`src/rtl/alu_seq.sv`:
```
// alu_seq: handshaked registered ALU with NZCV flags and an iterative shift-add multiplier
module alu_seq #(
    parameter int WIDTH  = 32,
    parameter bit MUL_EN = 1'b1
) (
    input  logic             clk,
    input  logic             rst,
    input  logic             in_valid,
    output logic             in_ready,
    input  logic [WIDTH-1:0] a,
    input  logic [WIDTH-1:0] b,
    input  logic [2:0]       control,
    output logic             out_valid,
    input  logic             out_ready,
    output logic [WIDTH-1:0] result,
    output logic [3:0]       ALUFlags
);
    localparam int SW = $clog2(WIDTH);
    typedef enum logic [1:0] {IDLE, BUSY, DONE} state_t;
    state_t           state;
    logic [WIDTH-1:0] ma, mb, acc, acc_nx, r;
    logic [SW-1:0]    sh, cnt;
    logic [WIDTH:0]   sum, dif, shl, shr;
    logic             c, v;
    assign sh     = b[SW-1:0];
    assign sum    = {1'b0, a} + {1'b0, b};
    assign dif    = {1'b0, a} + {1'b0, ~b} + {{WIDTH{1'b0}}, 1'b1};
    assign shl    = {1'b0, a} << sh;
    assign shr    = {a, 1'b0} >> sh;
    assign acc_nx = mb[0] ? acc + ma : acc;
    // single-cycle datapath; the extra bit of each shift holds the last bit shifted out
    always_comb begin
        r = control == 3'b000 ? sum[WIDTH-1:0] :
            control == 3'b001 ? dif[WIDTH-1:0] :
            control == 3'b010 ? a & b :
            control == 3'b011 ? a | b :
            control == 3'b100 ? a ^ b :
            control == 3'b101 ? shl[WIDTH-1:0] :
            control == 3'b110 ? shr[WIDTH:1] : '0;
        c = control == 3'b000 ? sum[WIDTH] :
            control == 3'b001 ? dif[WIDTH] :
            control == 3'b101 ? shl[WIDTH] :
            control == 3'b110 ? shr[0] : 1'b0;
        v = control == 3'b000 ? (a[WIDTH-1] == b[WIDTH-1]) & (r[WIDTH-1] != a[WIDTH-1]) :
            control == 3'b001 ? (a[WIDTH-1] != b[WIDTH-1]) & (r[WIDTH-1] != a[WIDTH-1]) : 1'b0;
    end
    // handshake FSM, multiplier iteration and result/flag registers
    always_ff @(posedge clk or negedge rst) begin
        if (!rst) begin
            state     <= IDLE;
            in_ready  <= 1'b1;
            out_valid <= 1'b0;
            result    <= '0;
            ALUFlags  <= '0;
            ma        <= '0;
            mb        <= '0;
            acc       <= '0;
            cnt       <= '0;
        end else begin
            case (state)
                IDLE: if (in_valid) begin
                    in_ready <= 1'b0;
                    if (MUL_EN && control == 3'b111) begin
                        ma    <= a;
                        mb    <= b;
                        acc   <= '0;
                        cnt   <= '0;
                        state <= BUSY;
                    end else begin
                        result    <= r;
                        ALUFlags  <= {r[WIDTH-1], r == '0, c, v};
                        out_valid <= 1'b1;
                        state     <= DONE;
                    end
                end
                BUSY: begin
                    acc <= acc_nx;
                    ma  <= ma << 1;
                    mb  <= mb >> 1;
                    cnt <= cnt + 1'b1;
                    if (cnt == SW'(WIDTH - 1)) begin
                        result    <= acc_nx;
                        ALUFlags  <= {acc_nx[WIDTH-1], acc_nx == '0, 2'b00};
                        out_valid <= 1'b1;
                        state     <= DONE;
                    end
                end
                DONE: if (out_ready) begin
                    out_valid <= 1'b0;
                    in_ready  <= 1'b1;
                    state     <= IDLE;
                end
                default: state <= IDLE;
            endcase
        end
    end
endmodule

```
`config.mk`:
```
export PLATFORM = sky130hd
export DESIGN_NAME = alu_seq
export DESIGN_NICKNAME = d
export VERILOG_FILES = /design/src/rtl/alu_seq.sv
export SDC_FILE = /design/constraint.sdc
export NUM_CORES = 1
export LEC_CHECK = 0
export BUFFER_PORTS_ARGS = -buffer_cell sky130_fd_sc_hd__buf_2
export CORE_ASPECT_RATIO = 1.75
export CORE_MARGIN = 8
export CORE_UTILIZATION = 35
export CTS_BUF_LIST = sky130_fd_sc_hd__clkbuf_2 sky130_fd_sc_hd__clkbuf_4 sky130_fd_sc_hd__clkbuf_8
export CTS_CLUSTER_DIAMETER = 120
export DETAILED_ROUTE_END_ITERATION = 10
export PLACE_DENSITY_LB_ADDON = 0.12
export SLEW_MARGIN = 30
export SYNTH_ARGS = -nofsm -noshare
export SYNTH_HDL_FRONTEND = slang
export SYNTH_SLANG_ARGS = --single-unit
```
`constraint.sdc`:
```
create_clock -name clk -period 5.21 [get_ports clk]
set_clock_uncertainty 0.1 [all_clocks]
set_input_delay 1.563 -clock clk [delete_from_list [all_inputs] [get_ports clk]]
set_output_delay 1.563 -clock clk [all_outputs]
set_load 0.1 [all_outputs]
```
After elaboration in Yosys (flattened, before gate mapping)
Index checks and enable logic that the tools add are counted.
{ "op_classes": {"add_sub_neg": 5, "eq_ne": 18, "shift": 2, "n_mux": 47, "bitwise_logic": 6, "n_reduce_logical": 12} }
{ "op_table": {"columns": ["op", "n"], "rows": [
  ["$mux W32", 17],
  ["$pmux W32 S2", 4],
  ["$add A32 B32 Y33", 2],
  ["$logic_not A32 Y1", 2],
  ["$add A33 B1 Y33 const B", 1],
  ["$shl A32 B5 Y33", 1],
  ["$shr A33 B5 Y33", 1],
  ["$add A32 B32 Y32", 1],
  ["$and A32 B32 Y32", 1],
  ["$not A32 Y32", 1],
  ["$or A32 B32 Y32", 1],
  ["$xor A32 B32 Y32", 1],
  ["$eq A3 B3 Y1 const B", 4],
  ["$mux W1", 12],
  ["$mux W4", 3],
  ["$mux W5", 2],
  ["$ne A2 B2 Y1 const B", 5],
  ["$pmux W5 S2", 1],
  ["$reduce_and A3 Y1", 3],
  ["$mux W2", 4],
  ["$pmux W4 S2", 1],
  ["$eq A3 B2 Y1 const B", 2],
  ["$pmux W2 S3", 1],
  ["$add A5 B1 Y5 const B", 1],
  ["15 further kinds", 18]
]} }
{ "totals": {"register_bits": 141, "in_bits": 71, "output_inout_bits": 38, "word_cells": 99} }

Longest topological paths before layout
Gate-level depths: netlist (run 1).
{ "logic_depth": {"word_depth": 15, "depth_mapped": 18, "depth_no_buf": 16} }

Worst setup path before layout (run 1)
Ideal clock, no wire load.
{ "synth_timing": {"kind": "in2reg", "start": "input port b[3]", "end": "register ALUFlags[2]", "setup_time_ns": 0.069, "arrival_ns": 5.350, "required_ns": 5.041, "path_slack_ns": -0.310, "stages": 17, "n_path_buf": 4, "path_cell_list": "clkbuf_1 inv_1 clkbuf_1 clkbuf_1 buf_1 ha_1 o221a_2 o21ai_1 o211a_1 nor2_1 a31oi_1 mux2_2 a211oi_1 nand4_1 nor4_2 nand2_1 nand3_1"} }
{ "synth_via": {"elab_chain_cells": 12, "word_cells_on_any_way": 20, "cone_classes": "add/sub: 3; shift: 2; mux: 10; bitwise: 4; reduce/logical: 1"} }
{ "synth_lines": {"columns": ["item", "line_no", "text"], "rows": [
  ["start, declared", "11", "input logic [WIDTH-1:0] b,"],
  ["branches (longest 7 deep; another with $add A32 B32 Y33)", null, null],
  ["$mux W32 (*)", "33", "r = control == 3'b000 ? sum[WIDTH-1:0] :"],
  ["$logic_not A32 Y1 (*)", "71", "ALUFlags <= {r[WIDTH-1], r == '0, c, v};"],
  ["$mux W4 (*)", "63", "if (MUL_EN && control == 3'b111) begin"],
  ["$mux W4 (*)", "61", "IDLE: if (in_valid) begin"],
  ["$pmux W4 S2 (*)", "60", "case (state)"],
  ["end signal, assigned", "71", null],
  ["end signal, assigned", "83", "ALUFlags <= {acc_nx[WIDTH-1], acc_nx == '0, 2'b00};"],
  ["end, declared", "16", "output logic [3:0] ALUFlags"]
]} }
Every way passes the cells marked *. The select of a mux whose other input is x is not followed.
A chain may end at the register's enable or synchronous reset.

Worst setup path in the final report (run 1)
{ "layout_timing": {"start": "input port b[1]", "end": "register ALUFlags[2]"} }
Same word-level chain as after synthesis.

==> flow_metrics.tcl, run 1 <==
set metrics [dict create \
    synthFlopType "dfrtp_1" \
    layout.nets 2877 \
    die_x_um 184 \
    placed_cell_area_um2 21700 \
    final_common_cell "buf_4" \
    path_class "primary input to flip-flop" \
    post-route-min-period_ns 5.11 \
    p_int_mw 3.83 \
    cts_sinks 140 \
    cp_top_family "simple AND/OR/NAND/NOR gates" \
    startpoint "b[1]" \
    overflow 0 \
    outcome "complete, no violations" \
    crit_fanout 36 \
    post-route-util_pct 44.8 \
    clkTransAtPathRegs_ns 0.09 \
    holdCritStartpoint "in_ready" \
    grt_pass1_vias 21000 \
    io_buffers 108 \
    pwr-share-seq_pct 23.7 \
    powerDensity_nw_per_um2 381 \
    timing.critical_path.buf_inv 4 \
    layout_common_cells "425 x buf_4, 268 x nand2_1, 220 x nor2_1" \
    wl_mm 102 \
    cpMostUsedCell "buf_4" \
    setup_viol 0 \
    syn_to_final_growth_pct 27.2 \
    dr.pass1.iters 9 \
    die_height_um 311 \
    clockBufferDepth 2 \
    synth-edff-count 0 \
    synth.area.top_cells "dfrtp_1 20%, ha_1 9.4%, mux4_2 6.2%" \
    p_leak_nw 10.3 \
    synth.ff_latch_count 140 \
    drcViolationCount 0 \
    tightest_slew_ns 1.13 \
    start_kind "primary input" \
    avgSynthCellArea_um2 7.68 \
    syn_inst 2264 \
    p_comb_share_pct 65.2 \
    vias 20700 \
    yosysSeqAreaShare_pct 20.2 \
    worst-path-stages 16 \
    wire_per_inst_um 30.4 \
    hold_violations 0 \
    grt_pass1_wl_mm 146 \
    fillers 5121 \
    root_buffer "clkbuf_8" \
    antenna_found_initial 3 \
    drv_cap 0 \
    drtIter0Drc 1791 \
    fmax_ghz 0.196 \
    htree_levels 4 \
    dp_hpwl_mm 83.6 \
    rsz0062_at_grt "false" \
    ys.warnings.count 0 \
    hold_buffers 0 \
    pwr-share-clk_pct 11.1 \
    synth_top_area_share_pct 20.0 \
    ant_nets 0 \
    reg2reg_depth 14 \
    core_um2 49300 \
    fp-row-count 108 \
    crit_chain "buf_4 -> buf_4 -> buf_12 -> mux4_2 -> mux2i_1 -> buf_4 -> o41ai_1 -> a211oi_1 -> o31ai_1 -> a31oi_1 -> nand4_1 -> and3b_1 -> nand4_1 -> nor4_2 -> nand2_1 -> nand3_1" \
    start_util_pct 35.2 \
    hold_depth 2 \
    slew_headroom_pct 23.9 \
    whs_ns 0.383 \
    cp-end-kind "flip-flop" \
    finalMaxSlewViolations 0 \
    io_pins 109 \
    hold_path_class "flip-flop to flip-flop" \
    crit_slowest_cell "mux4_2" \
    drive_gt1_share_pct 26.1 \
    syn-num-nets 2468 \
    clk_latency_ns 0.49 \
    cts_tree "done" \
    syn_area_um2 17400 \
    reg2reg_slack_ns 0.40 \
    synth.distinct_cells 100 \
    fin_crit_sh_pct 98.1 \
    switching_share_pct 54.6 \
    async_flop_share_pct 100 \
    max_stage_delay_ns 0.56 \
    fin_area_um2 22100 \
    cp.required_ns 5.53 \
    gp_congestion 1.02 \
    vias_per_cell 6.17 \
    worstPathArrival_ns 5.43 \
    cts_buffers 17 \
    r2r_start "ma[8]" \
    die_area_um2 57300 \
    grt_max_degree 91 \
    grt_use_total_pct 35.1 \
    p_sw_mw 4.60 \
    peakVddDrop_v 0.000233 \
    synth_top_area_cell "dfrtp_1" \
]
## state kept, by name, summed over array words and instances, names as in the netlist
| signal | cells |
|---|---|
| acc | 32 |
| in_ready | 1 |
| ALUFlags | 3 |
| mb | 32 |
| state | 2 |
| ma | 32 |
| out_valid | 1 |
| cnt | 5 |
| result | 32 |
## layout make-up
cell class                      count  area, um^2  area share [%]
Antenna cell                        2        5.00          0.0226
Inverter                          117         439            1.99
Multi-Input combinational cell   1847       12800            58.0
Timing Repair Buffer              550        4110            18.6
Clock inverter                     15         176           0.798
Clock buffer                       17         234            1.06
Tap cell                          660         826            3.73
Sequential cell                   140        3510            15.9
## timing repair
| item | CTS | global route |
|---|---|---|
| hold endpoints to repair | 0 | 0 |
| setup buffers | 0 | 0 |
| pin swaps | 0 | 1 |
| endpoints found under the setup margin | 1 | 1 |
| gates resized for setup | 1 | 4 |
## cells by family after synthesis
group           Yosys count  share of synthesized area (%)
xor+xnor                 32                           1.61
buf+inv                 277                           6.47
fa+ha+maj               133                           9.70
mux                     137                           11.8
flops                   140                           20.2
simple gates            718                           18.9
compound gates          827                           31.4
## final timing paths
path / to
setup / recovery: ALUFlags[2]
hold / removal: in_ready
setup reg to reg: ALUFlags[2]
hold reg to reg: in_ready
max in group asynchronous: ma[22]
min in group asynchronous: mb[6]
## layer usage
layer  GRT usage (%)  wire length (um)
met5               0                13
met1            37.2             36000
met3            3.95              4840
met4            26.2              8720
met2            62.7             52100
## power by group through the flow
stage / sequential, mW / clock, mW / combinational, mW
2_1_floorplan: 2.81 / 0 / 2.65
3_3_place_gp: 2.00 / 0 / 5.35
3_5_place_dp: 2.01 / 0 / 5.42
4_1_cts: 1.99 / 0.956 / 5.44
5_1_grt: 2.06 / 0.999 / 5.86
6_report: 1.99 / 0.937 / 5.50
## stage by stage
| stage | power, mW | setup slack, ns | TNS [ns] | std cells |
|---|---|---|---|---|
| floorplan | 5.47 | 0.0140 | 0 | 2264 |
| global placement | 7.35 | -0.548 | -1.38 | 3314 |
| detailed placement | 7.43 | -0.553 | -1.11 | 3314 |
| CTS | 8.39 | 0.105 | 0 | 3346 |
| global route | 8.91 | 0.00182 | 0 | 3347 |
| finish | 8.43 | 0.100 | 0 | 3348 |
## synth_stat cells, types with 36 or more instances
| cell | number |
|---|---|
| a211oi_1 | 36 |
| a21o_1 | 38 |
| a21oi_1 | 210 |
| clkbuf_1 | 103 |
| dfrtp_1 | 139 |
| ha_1 | 130 |
| inv_1 | 109 |
| mux2i_1 | 65 |
| mux4_2 | 48 |
| nand2_1 | 268 |
| nor2_1 | 221 |
| o21ai_0 | 193 |
| o22ai_1 | 43 |
## worst min-delay path, stage by stage, from the launching register on
cell and delay [ns]:
dfstp_2 0.39, inv_1 0.05, a21oi_1 0.05
No activity file was read; power rests on OpenSTA's default activity.
==> run 2: changes to the inputs <==
==> constraint.sdc (replaced) <==
create_clock -name clk -period 5.3 [get_ports clk]
set_clock_uncertainty 0.1 [all_clocks]
set_input_delay 1.59 -clock clk [delete_from_list [all_inputs] [get_ports clk]]
set_output_delay 1.59 -clock clk [all_outputs]
set_load 0.1 [all_outputs]
==> run 2 against run 1 <==
  * Hold slack got worse by 0.0032 ns
  * Sequential power barely moved
  * Worst setup slack improved by 0.019 ns
  * Combinational power fell by 4.0%
  * Design area fell by 1.8%
  * Flip-flop and latch count did not move
  * Cell count fell by 1.4%
  * Via count fell by 1.4%
  * Non-clock buffer count fell by 46
  * Utilization fell by 0.80 points
  * Critical path depth did not move
  * Clock-buffer cell count did not move
  * Largest cell class unchanged
  * Largest power group unchanged
==> flow_metrics.tcl, run 2 (synthesis results as in run 1) <==
set metrics [dict create \
    hold_violations 0 \
    cp.required_ns 5.61 \
    htree_levels 4 \
    wire_per_inst_um 30.1 \
    slew_headroom_pct 25.7 \
    p_leak_nw 10.0 \
    tightest_slew_ns 1.11 \
    overflow 0 \
    ant_nets 0 \
    die_x_um 184 \
    hold_path_class "flip-flop to flip-flop" \
    antenna_found_initial 2 \
    vias 20400 \
    switching_share_pct 55.2 \
    die_area_um2 57300 \
    setup_viol 0 \
    io_pins 109 \
    syn_to_final_growth_pct 24.9 \
    drcViolationCount 0 \
    finalMaxSlewViolations 0 \
    grt_max_degree 94 \
    cp-end-kind "flip-flop" \
    p_sw_mw 4.48 \
    holdCritStartpoint "in_ready" \
    layout_common_cells "378 x buf_4, 268 x nand2_1, 221 x nor2_1" \
    root_buffer "clkbuf_8" \
    peakVddDrop_v 0.000217 \
    place_ws_ns -0.333 \
    post-route-min-period_ns 5.18 \
    grt_pass1_vias 20600 \
    regArea_um2 3510 \
    cts_buffers 17 \
    pwr-share-clk_pct 10.5 \
    outcome "complete, no violations" \
    wl_mm 99.4 \
    final_common_cell "buf_4" \
    r2r_start "ma[0]" \
    cts_sinks 140 \
    postCtsSetupBuffers 0 \
    gp_congestion 1.07 \
    post-route-util_pct 44.0 \
    grt_pass1_wl_mm 142 \
    drtIter0Drc 1818 \
    dp_hpwl_mm 80.9 \
    powerDensity_nw_per_um2 373 \
    start_kind "primary input" \
    path_class "primary input to flip-flop" \
    layout.nets 2831 \
    cts_resized 0 \
    fmax_ghz 0.193 \
    io_buffers 108 \
    die_height_um 311 \
    startpoint "b[1]" \
    pwr-share-seq_pct 24.3 \
    clockBufferDepth 2 \
    dr.pass1.iters 5 \
    core_um2 49300 \
    grt_use_total_pct 34.1 \
    fillers 5105 \
    p_int_mw 3.63 \
    drive_gt1_share_pct 24.7 \
    rsz0062_at_grt "false" \
    clk_latency_ns 0.47 \
    finalPower_mw 8.10 \
    hold_buffers 0 \
    cts_tree "done" \
    p_comb_share_pct 65.1 \
    fin_crit_sh_pct 97.7 \
    vias_per_cell 6.17 \
    multi_input_area_um2 12800 \
    fin_ws_ns 0.119 \
    drv_cap 0 \
    fp-row-count 108 \
    clkTransAtPathRegs_ns 0.10 \
    worstPathArrival_ns 5.49 \
    crit_fanout 19 \
    start_util_pct 35.2 \
]
run 2: cell types whose count changed in the layout (fill, tap and decap cells not counted), moves of 2 or more:
cell	change
inv_8	+2
clkinv_4	+3
buf_4	-47
bufinv_16	-2
run 2: cell type report:
cell class / count / area share, %
diodes: 1 / 0.0115
clock buffers: 17 / 1.08
clock inverters: 15 / 0.663
inverters: 117 / 2.02
multi-input cells: 1847 / 58.9
flip-flops and latches: 140 / 16.1
well taps: 660 / 3.80
repair buffers: 504 / 17.4
run 2: per-layer routing:
metal	global-route usage, %	routed length, um	share of wire [%]
met4	25.2	8450	8.5
met1	36.3	35500	36
met2	60.7	50600	51
met3	4.09	4850	4.9
met5	0	0	0
run 2: path summary, 6_finish.rpt:
path | end | slack [ns] | cells after the start
setup / recovery | ALUFlags[2] | 0.12 | 16
hold / removal | in_ready | 0.38 | 2
setup reg to reg | ALUFlags[2] | 0.89 | 15
hold reg to reg | in_ready | 0.38 | 2
max in group asynchronous | ma[22] | 3.18 | 2
min in group asynchronous | mb[5] | 1.04 | 1
run 2: worst max-delay path, cell delays in order:
cell       delay, ns
buf_4           0.09
buf_4           0.17
buf_4           0.28
buf_6           0.25
mux4_2          0.39
mux2i_1         0.35
nor2_1          0.08
a21oi_1         0.33
o221ai_1        0.37
o31ai_1         0.33
a22oi_1         0.24
a2111oi_2       0.39
nand4_1         0.17
nor4_2          0.29
nand2_1         0.08
nand3_1         0.08
run 2: power by group through the flow:
| stage | Combinational, mW | Sequential [mW] | Clock [mW] |
|---|---|---|---|
| 2_1_floorplan | 2.61 | 2.77 | 0 |
| 3_3_place_gp | 5.19 | 1.97 | 0 |
| 3_5_place_dp | 5.22 | 1.99 | 0 |
| 4_1_cts | 5.24 | 1.97 | 0.877 |
| 5_1_grt | 5.65 | 2.03 | 0.916 |
| 6_report | 5.28 | 1.97 | 0.854 |
run 2: through the flow:
step / hold WS (ns) / instance area [um^2] / setup TNS (ns) / cells
floorplan: 0.350 / 17400 / 0 / 2264
global placement: 0.359 / 21300 / -1.14 / 3268
detailed placement: 0.364 / 21300 / -0.858 / 3268
CTS: 0.383 / 21700 / 0 / 3300
global route: 0.393 / 21700 / 0 / 3301
finish: 0.380 / 21700 / 0 / 3301
==> run 3: changes to the inputs <==
==> constraint.sdc (replaced) <==
create_clock -name clk -period 4.73 [get_ports clk]
set_clock_uncertainty 0.1 [all_clocks]
set_input_delay 1.419 -clock clk [delete_from_list [all_inputs] [get_ports clk]]
set_output_delay 1.419 -clock clk [all_outputs]
set_load 0.1 [all_outputs]
==> run 3 against run 2 <==
  * Design area is 13% higher
  * Clock power increased by 37%
  * Hold slack improved by 0.0047 ns
  * Register-to-register slack got worse by 0.64 ns
  * Critical path type unchanged
==> flow_metrics.tcl, run 3 (synthesis results as in run 1) <==
set metrics [dict create \
    tns_ns 0 \
    cts_sinks 140 \
    grt_pass1_vias 21700 \
    cp.required_ns 5.03 \
    slew_headroom_pct 43.2 \
    cp-end-kind "flip-flop" \
    start_util_pct 35.2 \
    layout_common_cells "619 x buf_4, 266 x nand2_1, 221 x nor2_1" \
    post-route-min-period_ns 4.72 \
    path_class "primary input to flip-flop" \
    reg2reg_slack_ns 0.25 \
    clkTransAtPathRegs_ns 0.07 \
    drive_gt1_share_pct 34.3 \
    rsz0062_at_grt "true" \
    syn_to_final_growth_pct 40.6 \
    hold_path_class "flip-flop to flip-flop" \
    crit_fanout 5 \
    finalMaxSlewViolations 0 \
    clk_latency_ns 0.47 \
    die_x_um 184 \
    drcViolationCount 0 \
    overflow 0 \
    vias_per_cell 6.02 \
    peakVddDrop_v 0.000255 \
    antenna_found_initial 1 \
    wl_mm 107 \
    wire_per_inst_um 30.1 \
    grt_max_degree 98 \
    placed_cell_area_um2 23100 \
    root_buffer "clkbuf_8" \
    grt_pass1_wl_mm 151 \
    cts_tree "done" \
    ant_nets 0 \
    dr.pass1.iters 5 \
    min_to "result[27]" \
    gp_congestion 1.09 \
    hold_depth 2 \
    worstPathArrival_ns 5.02 \
    finalNonFillerCells 3560 \
    vias 21400 \
    htree_levels 4 \
    start_kind "primary input" \
    drv_cap 0 \
    hold_violations 0 \
    cts_buffers 17 \
    powerDensity_nw_per_um2 407 \
    io_buffers 108 \
    layout.nets 3089 \
    fp-row-count 108 \
    r2r_start "acc[0]" \
    whs_ns 0.385 \
    fin_crit_sh_pct 99.8 \
    p_leak_nw 11.5 \
    r2r-end "ALUFlags[2]" \
    io_pins 109 \
    grt_use_total_pct 36.4 \
    setup_viol 0 \
    die_area_um2 57300 \
    dp_hpwl_mm 87.4 \
    fmax_ghz 0.212 \
    final_common_cell "buf_4" \
    drtIter0Drc 1781 \
    holdCritStartpoint "result[27]" \
    fin_area_um2 24400 \
    dp_cells 3503 \
    reg2reg_depth 17 \
    core_um2 49300 \
    outcome "complete, no violations" \
    clockBufferDepth 2 \
    die_height_um 311 \
    tightest_slew_ns 0.852 \
]
run 3: cell types whose count changed in the layout (fill, tap and decap cells not counted), moves of 7 or more:
| cell | change |
|---|---|
| a211oi_1 | -8 |
| a211oi_2 | +7 |
| buf_4 | +241 |
| buf_6 | +11 |
| ha_1 | -10 |
| ha_4 | +7 |
| mux2i_1 | -10 |
| mux2i_2 | +7 |
| o21ai_0 | -7 |
run 3: final cells by class:
type                    count  area, um^2
fillers                  5006       24900
multi-input cells        1847       13300
clock inverters            11         189
well taps                 660         826
diodes                      2        5.00
repair buffers            762        5850
inverters                 117         447
flip-flops and latches    140        3510
clock buffers              21         283
run 3: how the worst max path moves through the flow:
stage / end / from / slack (ns) / cells after the start
2_1_floorplan: ALUFlags[2] / b[2] / 0.006 / 18
3_3_place_gp: ALUFlags[2] / a[0] / -0.99 / 18
3_5_place_dp: ALUFlags[2] / a[0] / -1.04 / 18
4_1_cts: ALUFlags[2] / a[0] / 0.002 / 18
5_1_grt: ALUFlags[2] / a[2] / -0.06 / 19
6_report: ALUFlags[2] / b[1] / 0.01 / 18
run 3: per-stage QoR:
stage	util [%]	setup slack, ns	power (mW)
2_1_floorplan	-	0.00600	6.03
3_3_place_gp	46.9	-0.988	8.46
3_5_place_dp	46.9	-1.04	8.54
4_1_cts	48.3	0.00175	9.78
5_1_grt	49.5	-0.0562	10.5
6_report	49.5	0.00973	9.93
run 3: layer usage:
| metal | vias to the layer above | global-route usage [%] | part of all wire, % | wire [um] |
|---|---|---|---|---|
| li1 | 9663 | - | - | - |
| met1 | 10500 | 38.4 | 35 | 37400 |
| met2 | 955 | 63.7 | 50 | 53700 |
| met3 | 356 | 4.11 | 4.9 | 5250 |
| met4 | 0 | 29.9 | 10 | 11000 |
| met5 | - | 0 | 0 | 0 |
run 3: worst max-delay path, stage by stage:
cell	delay, ns
buf_4	0.13
buf_6	0.15
ha_1	0.25
a211oi_2	0.25
buf_4	0.15
o21ai_1	0.13
buf_4	0.19
o211ai_1	0.20
buf_4	0.19
a211oi_1	0.10
or2_2	0.35
nor3_2	0.13
a221oi_2	0.08
a21bo_2	0.23
or4_4	0.54
nor4_4	0.35
nand2_1	0.09
nand3_1	0.08
run 3: power by group:
part	internal [mW]	switching (mW)
sequential	1.72	0.471
clock	0.674	0.494
combinational	2.33	4.24
total	4.72	5.21
run 3: what timing repair did:
item,CTS,global route
resized for setup,46,89
pin swaps,21,28
endpoints found under the setup margin,3,3
hold endpoints to repair,0,0
hold buffers,0,0
cloned,0,3
setup buffers,4,17
